<file path="src/rtl/pipeline_stall_ctrl_if.sv">
// Hazard-unit <-> stall-controller bundle: stall/redirect/memory-wait events in,
// pipeline enables/flushes and status back out.
interface pipeline_stall_ctrl_if #(
  parameter int unsigned STALL_W = 4
);
  logic               stall_req;
  logic               branch_taken;
  logic               imem_wait;
  logic               dmem_wait;
  logic               PC_Write;
  logic               IFID_Write;
  logic               IFID_Flush;
  logic               IDEX_Flush;
  logic               IDEX_Stall;
  logic [31:0]        flag;
  logic [STALL_W-1:0] stall_cnt;
  logic               stall_timeout;
  logic [1:0]         ctrl_state;

  modport master (
    output stall_req, branch_taken, imem_wait, dmem_wait,
    input  PC_Write, IFID_Write, IFID_Flush, IDEX_Flush,
    input  IDEX_Stall, flag, stall_cnt, stall_timeout, ctrl_state
  );

  modport slave (
    input  stall_req, branch_taken, imem_wait, dmem_wait,
    output PC_Write, IFID_Write, IFID_Flush, IDEX_Flush,
    output IDEX_Stall, flag, stall_cnt, stall_timeout, ctrl_state
  );
endinterface

</file>
<file path="src/rtl/pipeline_stall_ctrl.sv">
// Pipeline stall controller: resolves memory-wait, branch redirect and load-use
// stall into PC/IF-ID/ID-EX enables and flushes, and tracks stall status.
module pipeline_stall_ctrl #(
  parameter int unsigned MAX_STALL = 8,
  parameter int unsigned STALL_W   = 4
) (
  input logic                  clk,
  input logic                  rst,
  pipeline_stall_ctrl_if.slave bus
);

  localparam int unsigned FLAG_W = 32;

  typedef enum logic [1:0] {
    ST_RUN      = 2'd0,
    ST_BUBBLE   = 2'd1,
    ST_REDIRECT = 2'd2,
    ST_MWAIT    = 2'd3
  } state_e;

  logic               idex_stall_q, idex_stall_d;
  logic [FLAG_W-1:0]  flag_q, flag_d;
  logic [STALL_W-1:0] stall_cnt_q, stall_cnt_d;
  logic               stall_timeout_q, stall_timeout_d;
  state_e             ctrl_state_q, ctrl_state_d;

  state_e             act;
  logic               mw;
  logic [STALL_W-1:0] cnt_sat;
  logic               pc_write, ifid_write, ifid_flush, idex_flush;

  assign mw = bus.imem_wait | bus.dmem_wait;

  // Priority resolution; flag==0 masks stall_req in the first cycle out of reset.
  always_comb begin
    act = ST_RUN;
    if (mw)                                      act = ST_MWAIT;
    else if (bus.branch_taken)                   act = ST_REDIRECT;
    else if (bus.stall_req && (flag_q != '0))    act = ST_BUBBLE;
  end

  always_comb begin
    pc_write   = 1'b1;
    ifid_write = 1'b1;
    ifid_flush = 1'b0;
    idex_flush = 1'b0;
    if (rst) begin
      pc_write   = 1'b0;
      ifid_write = 1'b0;
      ifid_flush = 1'b1;
      idex_flush = 1'b1;
    end else begin
      case (act)
        ST_MWAIT: begin
          pc_write   = 1'b0;
          ifid_write = 1'b0;
        end
        ST_REDIRECT: begin
          ifid_flush = 1'b1;
          idex_flush = 1'b1;
        end
        ST_BUBBLE: begin
          pc_write   = 1'b0;
          ifid_write = 1'b0;
          idex_flush = 1'b1;
        end
        default: ;
      endcase
    end
  end

  always_comb begin
    cnt_sat = (stall_cnt_q >= STALL_W'(MAX_STALL)) ? STALL_W'(MAX_STALL)
                                                   : stall_cnt_q + STALL_W'(1);
  end

  // Next-state for all status registers; reset has top priority.
  always_comb begin
    idex_stall_d    = idex_stall_q;
    flag_d          = flag_q;
    stall_cnt_d     = stall_cnt_q;
    stall_timeout_d = stall_timeout_q;
    ctrl_state_d    = ctrl_state_q;
    if (rst) begin
      idex_stall_d    = 1'b0;
      flag_d          = '0;
      stall_cnt_d     = '0;
      stall_timeout_d = 1'b0;
      ctrl_state_d    = ST_RUN;
    end else begin
      if (flag_q != {FLAG_W{1'b1}}) flag_d = flag_q + FLAG_W'(1);
      ctrl_state_d = act;
      case (act)
        ST_MWAIT: ;
        ST_BUBBLE: begin
          idex_stall_d = 1'b1;
          stall_cnt_d  = cnt_sat;
          if (cnt_sat == STALL_W'(MAX_STALL)) stall_timeout_d = 1'b1;
        end
        default: begin
          idex_stall_d = 1'b0;
          stall_cnt_d  = '0;
        end
      endcase
    end
  end

  always_ff @(posedge clk) begin
    idex_stall_q    <= idex_stall_d;
    flag_q          <= flag_d;
    stall_cnt_q     <= stall_cnt_d;
    stall_timeout_q <= stall_timeout_d;
    ctrl_state_q    <= ctrl_state_d;
  end

  assign bus.PC_Write      = pc_write;
  assign bus.IFID_Write    = ifid_write;
  assign bus.IFID_Flush    = ifid_flush;
  assign bus.IDEX_Flush    = idex_flush;
  assign bus.IDEX_Stall    = idex_stall_q;
  assign bus.flag          = flag_q;
  assign bus.stall_cnt     = stall_cnt_q;
  assign bus.stall_timeout = stall_timeout_q;
  assign bus.ctrl_state    = ctrl_state_q;

endmodule

</file>
<file path="src/flat_wrapper.sv">
// flat-port wrapper written by rule: the top's interface ports become plain ports
module pipeline_stall_ctrl_flat 
#(
  parameter int unsigned MAX_STALL = 8,
  parameter int unsigned STALL_W   = 4
)
  (clk, rst, bus_stall_req, bus_branch_taken, bus_imem_wait, bus_dmem_wait, bus_PC_Write, bus_IFID_Write, bus_IFID_Flush, bus_IDEX_Flush, bus_IDEX_Stall, bus_flag, bus_stall_cnt, bus_stall_timeout, bus_ctrl_state);
  pipeline_stall_ctrl_if #(.STALL_W(STALL_W)) bus_i ();
  input logic clk;
  input logic rst;
  input wire logic [$bits(bus_i.stall_req)-1:0] bus_stall_req;
  input wire logic [$bits(bus_i.branch_taken)-1:0] bus_branch_taken;
  input wire logic [$bits(bus_i.imem_wait)-1:0] bus_imem_wait;
  input wire logic [$bits(bus_i.dmem_wait)-1:0] bus_dmem_wait;
  output wire logic [$bits(bus_i.PC_Write)-1:0] bus_PC_Write;
  output wire logic [$bits(bus_i.IFID_Write)-1:0] bus_IFID_Write;
  output wire logic [$bits(bus_i.IFID_Flush)-1:0] bus_IFID_Flush;
  output wire logic [$bits(bus_i.IDEX_Flush)-1:0] bus_IDEX_Flush;
  output wire logic [$bits(bus_i.IDEX_Stall)-1:0] bus_IDEX_Stall;
  output wire logic [$bits(bus_i.flag)-1:0] bus_flag;
  output wire logic [$bits(bus_i.stall_cnt)-1:0] bus_stall_cnt;
  output wire logic [$bits(bus_i.stall_timeout)-1:0] bus_stall_timeout;
  output wire logic [$bits(bus_i.ctrl_state)-1:0] bus_ctrl_state;
  assign bus_i.stall_req = bus_stall_req;
  assign bus_i.branch_taken = bus_branch_taken;
  assign bus_i.imem_wait = bus_imem_wait;
  assign bus_i.dmem_wait = bus_dmem_wait;
  assign bus_PC_Write = bus_i.PC_Write;
  assign bus_IFID_Write = bus_i.IFID_Write;
  assign bus_IFID_Flush = bus_i.IFID_Flush;
  assign bus_IDEX_Flush = bus_i.IDEX_Flush;
  assign bus_IDEX_Stall = bus_i.IDEX_Stall;
  assign bus_flag = bus_i.flag;
  assign bus_stall_cnt = bus_i.stall_cnt;
  assign bus_stall_timeout = bus_i.stall_timeout;
  assign bus_ctrl_state = bus_i.ctrl_state;
  pipeline_stall_ctrl #(.MAX_STALL(MAX_STALL), .STALL_W(STALL_W)) u_core (.clk(clk), .rst(rst), .bus(bus_i));
endmodule
</file>
<file path="config.mk">
export PLATFORM = sky130hd
export DESIGN_NAME = pipeline_stall_ctrl_flat
export DESIGN_NICKNAME = d
export VERILOG_FILES = /design/src/rtl/pipeline_stall_ctrl_if.sv /design/src/rtl/pipeline_stall_ctrl.sv /design/src/flat_wrapper.sv
export SDC_FILE = /design/constraint.sdc
export NUM_CORES = 1
export LEC_CHECK = 0
export ABC_AREA = 1
export CAP_MARGIN = 0
export CORE_MARGIN = 8
export CORE_UTILIZATION = 44
export CTS_CLUSTER_SIZE = 12
export DETAILED_ROUTE_END_ITERATION = 8
export GPL_TIMING_DRIVEN = 0
export PLACE_DENSITY = 0.67
export SYNTH_ARGS = -nofsm -noshare
export SYNTH_HDL_FRONTEND = slang
export SYNTH_SLANG_ARGS = --single-unit
</file>
<file path="constraint.sdc">
create_clock -name clk -period 6.3 [get_ports clk]
set_input_delay 1.26 -clock clk [delete_from_list [all_inputs] [get_ports clk]]
set_output_delay 1.26 -clock clk [all_outputs]
set_load 0.03 [all_outputs]
</file>
==> summary.md <==
| Metric | Value |
|---|---|
| Status | finished clean |
| Initial drt markers | ~150 |
| First-pass iteration count of the detailed router | 4 |
| Slew headroom | 0.624 |
| Via density | about 4.8 |
| Hold crit path type | reg -> reg |
| Clock Latency Late Sink | between 0.2 and 0.3 ns |
| Routed Antenna Nets | 0 |
| Crit path launch type | input port |
| TNS Setup | 0 ns |
| Flops & latches, synth | 40 |
| Final number of max-transition violations | 0 |
| I/O pin total | 50 |
| Worst-path clk slew | ~0.08 ns |
| Fin cells | between 500 and 600 |
| HPWL after DPL | roughly 5600 um |
| CTS tree | built |
| Die area | between 0.008 and 0.009 sq mm |
| Post-synth ARST share | 0 |
| Largest net degree at the start of global routing | 13 |
| Die Ht | 92.3 um |
| Vias in the first global route | between 2k and 2.5k |
| PostCTS Resize Cnt | 0 |
| Syn nets | about 420 |
| Worst EP required | about 5.0 ns |
| Number of setup violations in the final report | 0 |
| Critical path's slowest cell | clkdlybuf4s50_1 |
| Sequential-to-total area share from yosys stat | 0.312 |
| Rows | 28 |
| Yosys cell types | 28 |
| Worst stage delay on the critical path | about 0.66 ns |
| Nets@finish | 478 |
| Number of H-tree levels | 2 |
| # hold bufs at CTS | 0 |
| Mapped Cells | between 400 and 500 |
| Setup ws final | 1.49 ns |
| CTS Buf Count | 5 |
| DR WL/cell | 12.8 um |
| Mapped Avg Cell Area | approximately 6.3 sq um |
| GPL Wtd Cong | 0.928 |
| Leak pwr | around 1.4 nW |
| Max_cap viols | 0 |
| Area growth from synthesis to layout | 26.6% |
| Storage cell area | 801 sq um |
| Initial antenna violation count | 0 |
| Final WL | a little under 7000 um |
| Worst-path cell chain | clkdlybuf4s50_1 > inv_1 > nand2_1 > o21bai_1 > nand2_1 > ha_1 > clkbuf_1 > nor3_1 > buf_4 > clkdlybuf4s50_1 |
| Root buf cell | clkbuf_8 |
| Skew final | 0.00526 ns |
| Kind of critical path | in -> out |
| Endpoint class of the critical path | primary output |
| Multi-input gate area | 0.00150 sq mm |
| I/O Buffers | 48 |
| Core area | between 0.005 and 0.006 sq mm |
| Vias | 2604 |
| Post-Place Cells | 533 |
| Critical path fanouts, max | 8 |
| Final period util | 0.764 |
| Min Tclk post-route | 4.81 ns |
| Mapped Area | 0.00256 sq mm |
| DRC violations left | 0 |
| WP data arrival | between 3 and 4 ns |
| Grt ovf | 0 |
| EDFF count, synth | 0 |
| Post-synth top flop | dfxtp_1 |
| Clock buffer depth | 2 |
| Die span in x | 92.3 um |
| Synthesis Warnings | 0 |
| RSZ-0062 raised after global routing | no |
| Fraction of layout cells with a size suffix above 1 | 0.0858 |
| Max IR drop VDD | approximately 0.11 mV |
| Min Hold Slack | just under 0.5 ns |
| Clock Sinks | 40 |
| PwrDens | roughly 160 mW/mm^2 |
| Fill count | about 590 |
| Peak Freq | around 210 MHz |
| Global-route usage over all layers | 0.166 |
| Initial Utilization | 0.444 |
| First-pass GRT wire length | 11400 um |
| DP Worst Slack | 1.45 ns |
| Least-Margin Pin Slew | between 0.5 and 0.6 ns |
| Number of setup buffers added after CTS | 0 |
| Hold Fails Final Rpt | 0 |
| Antenna cells | 0 |
cell usage after synthesis, types with 2 or more instances:
cell / count / area [sq um]
a21oi_1: 11 / 55.1
a21oi_2: 2 / 17.5
buf_4: 2 / 15.0
buf_6: 2 / 22.5
clkbuf_1: 4 / 15.0
dfxtp_1: 40 / 801
ha_1: 7 / 87.6
inv_1: 51 / 191
inv_2: 3 / 11.3
nand2_1: 127 / 477
nand2_4: 2 / 22.5
nand3_1: 30 / 150
nand3_2: 15 / 150
nor2_1: 86 / 323
nor2_4: 2 / 22.5
o21ai_0: 5 / 25.0
or2_2: 2 / 12.5
xnor2_1: 8 / 70.1
xor2_1: 2 / 17.5
metrics by stage:
stage	area [sq um]	util	total power, mW
finish	3250	0.561	0.513
global route	3250	0.561	0.534
CTS	3250	0.561	0.518
detailed placement	3140	0.543	0.313
global placement	3140	0.543	0.313
floorplan	2560	-	0.294
cell usage in the layout, fill, tap and decap left out:
master	instances
a21oi_1	11
a211oi_1	1
clkdlybuf4s50_1	48
nand2_1	127
bufinv_16	1
nand3b_1	1
nand3_1	30
xor2_1	2
nor2_4	2
nor2_1	86
o21ai_0	5
ha_1	7
inv_1	51
xnor2_1	8
inv_2	3
or2_2	2
clkinv_1	1
dfxtp_1	40
o21a_1	1
nand3_2	15
clkbuf_8	5
nand2_4	2
o21bai_1	1
a31oi_2	1
buf_6	2
buf_4	2
clkbuf_1	5
nor2_2	1
nor2_8	1
a21oi_2	2
nor3_1	1
clkinv_2	1
worst max-delay path, delay by kind of cell:
family	cells	cell delay, ns
compound gates	1	0.13
buf+inv	5	1.50
fa+ha+maj	1	0.20
simple gates	3	0.46
path summary, 6_finish.rpt:
path	depth (start not counted)	startpoint	slack [ns]	end
min	2	u_core.bus.stall_timeout	0.49	u_core.bus.stall_timeout
min reg2reg	2	u_core.bus.stall_timeout	0.49	u_core.bus.stall_timeout
max	10	bus_branch_taken	1.49	bus_PC_Write
max reg2reg	12	u_core.bus.flag[0]	4.07	u_core.bus.stall_cnt[0]
state kept, by name (all words and copies together) (netlist names):
name and count:
u_core.bus.IDEX_Stall 1, u_core.bus.ctrl_state 2, u_core.bus.stall_timeout 1, u_core.bus.flag 32, u_core.bus.stall_cnt 4
routing by layer:
layer,global-route usage,vias to the layer above,part of all wire
li1,-,1365,-
met1,0.196,1168,0.45
met2,0.279,61,0.47
met3,0.0485,10,0.064
met4,0.0577,0,0.021
met5,0,-,0
area by class of cell:
| class | count | area share |
|---|---|---|
| multi-input cells | 307 | 0.463 |
| well taps | 75 | 0.0289 |
| clock buffers | 6 | 0.0224 |
| inverters | 55 | 0.0636 |
| plain buffers | 8 | 0.0162 |
| repair buffers | 48 | 0.148 |
| flip-flops and latches | 40 | 0.247 |
| clock inverters | 2 | 0.0108 |
logic make-up (layout without fill, tap and decap cells):
group           count (synthesis)  after routing  share of synthesized area
flops                          40             40                      0.312
buf+inv                        63            119                      0.101
xor+xnor                       10             10                     0.0342
fa+ha+maj                       7              7                     0.0342
compound gates                 22             22                     0.0517
simple gates                  268            268                      0.467
report_power, final:
part           internal, mW  total (mW)  switching, mW
Sequential            0.256       0.260        0.00445
Combinational        0.0186      0.0462         0.0276
Clock                 0.118       0.207         0.0890
Power figures use the tool's default switching activity.
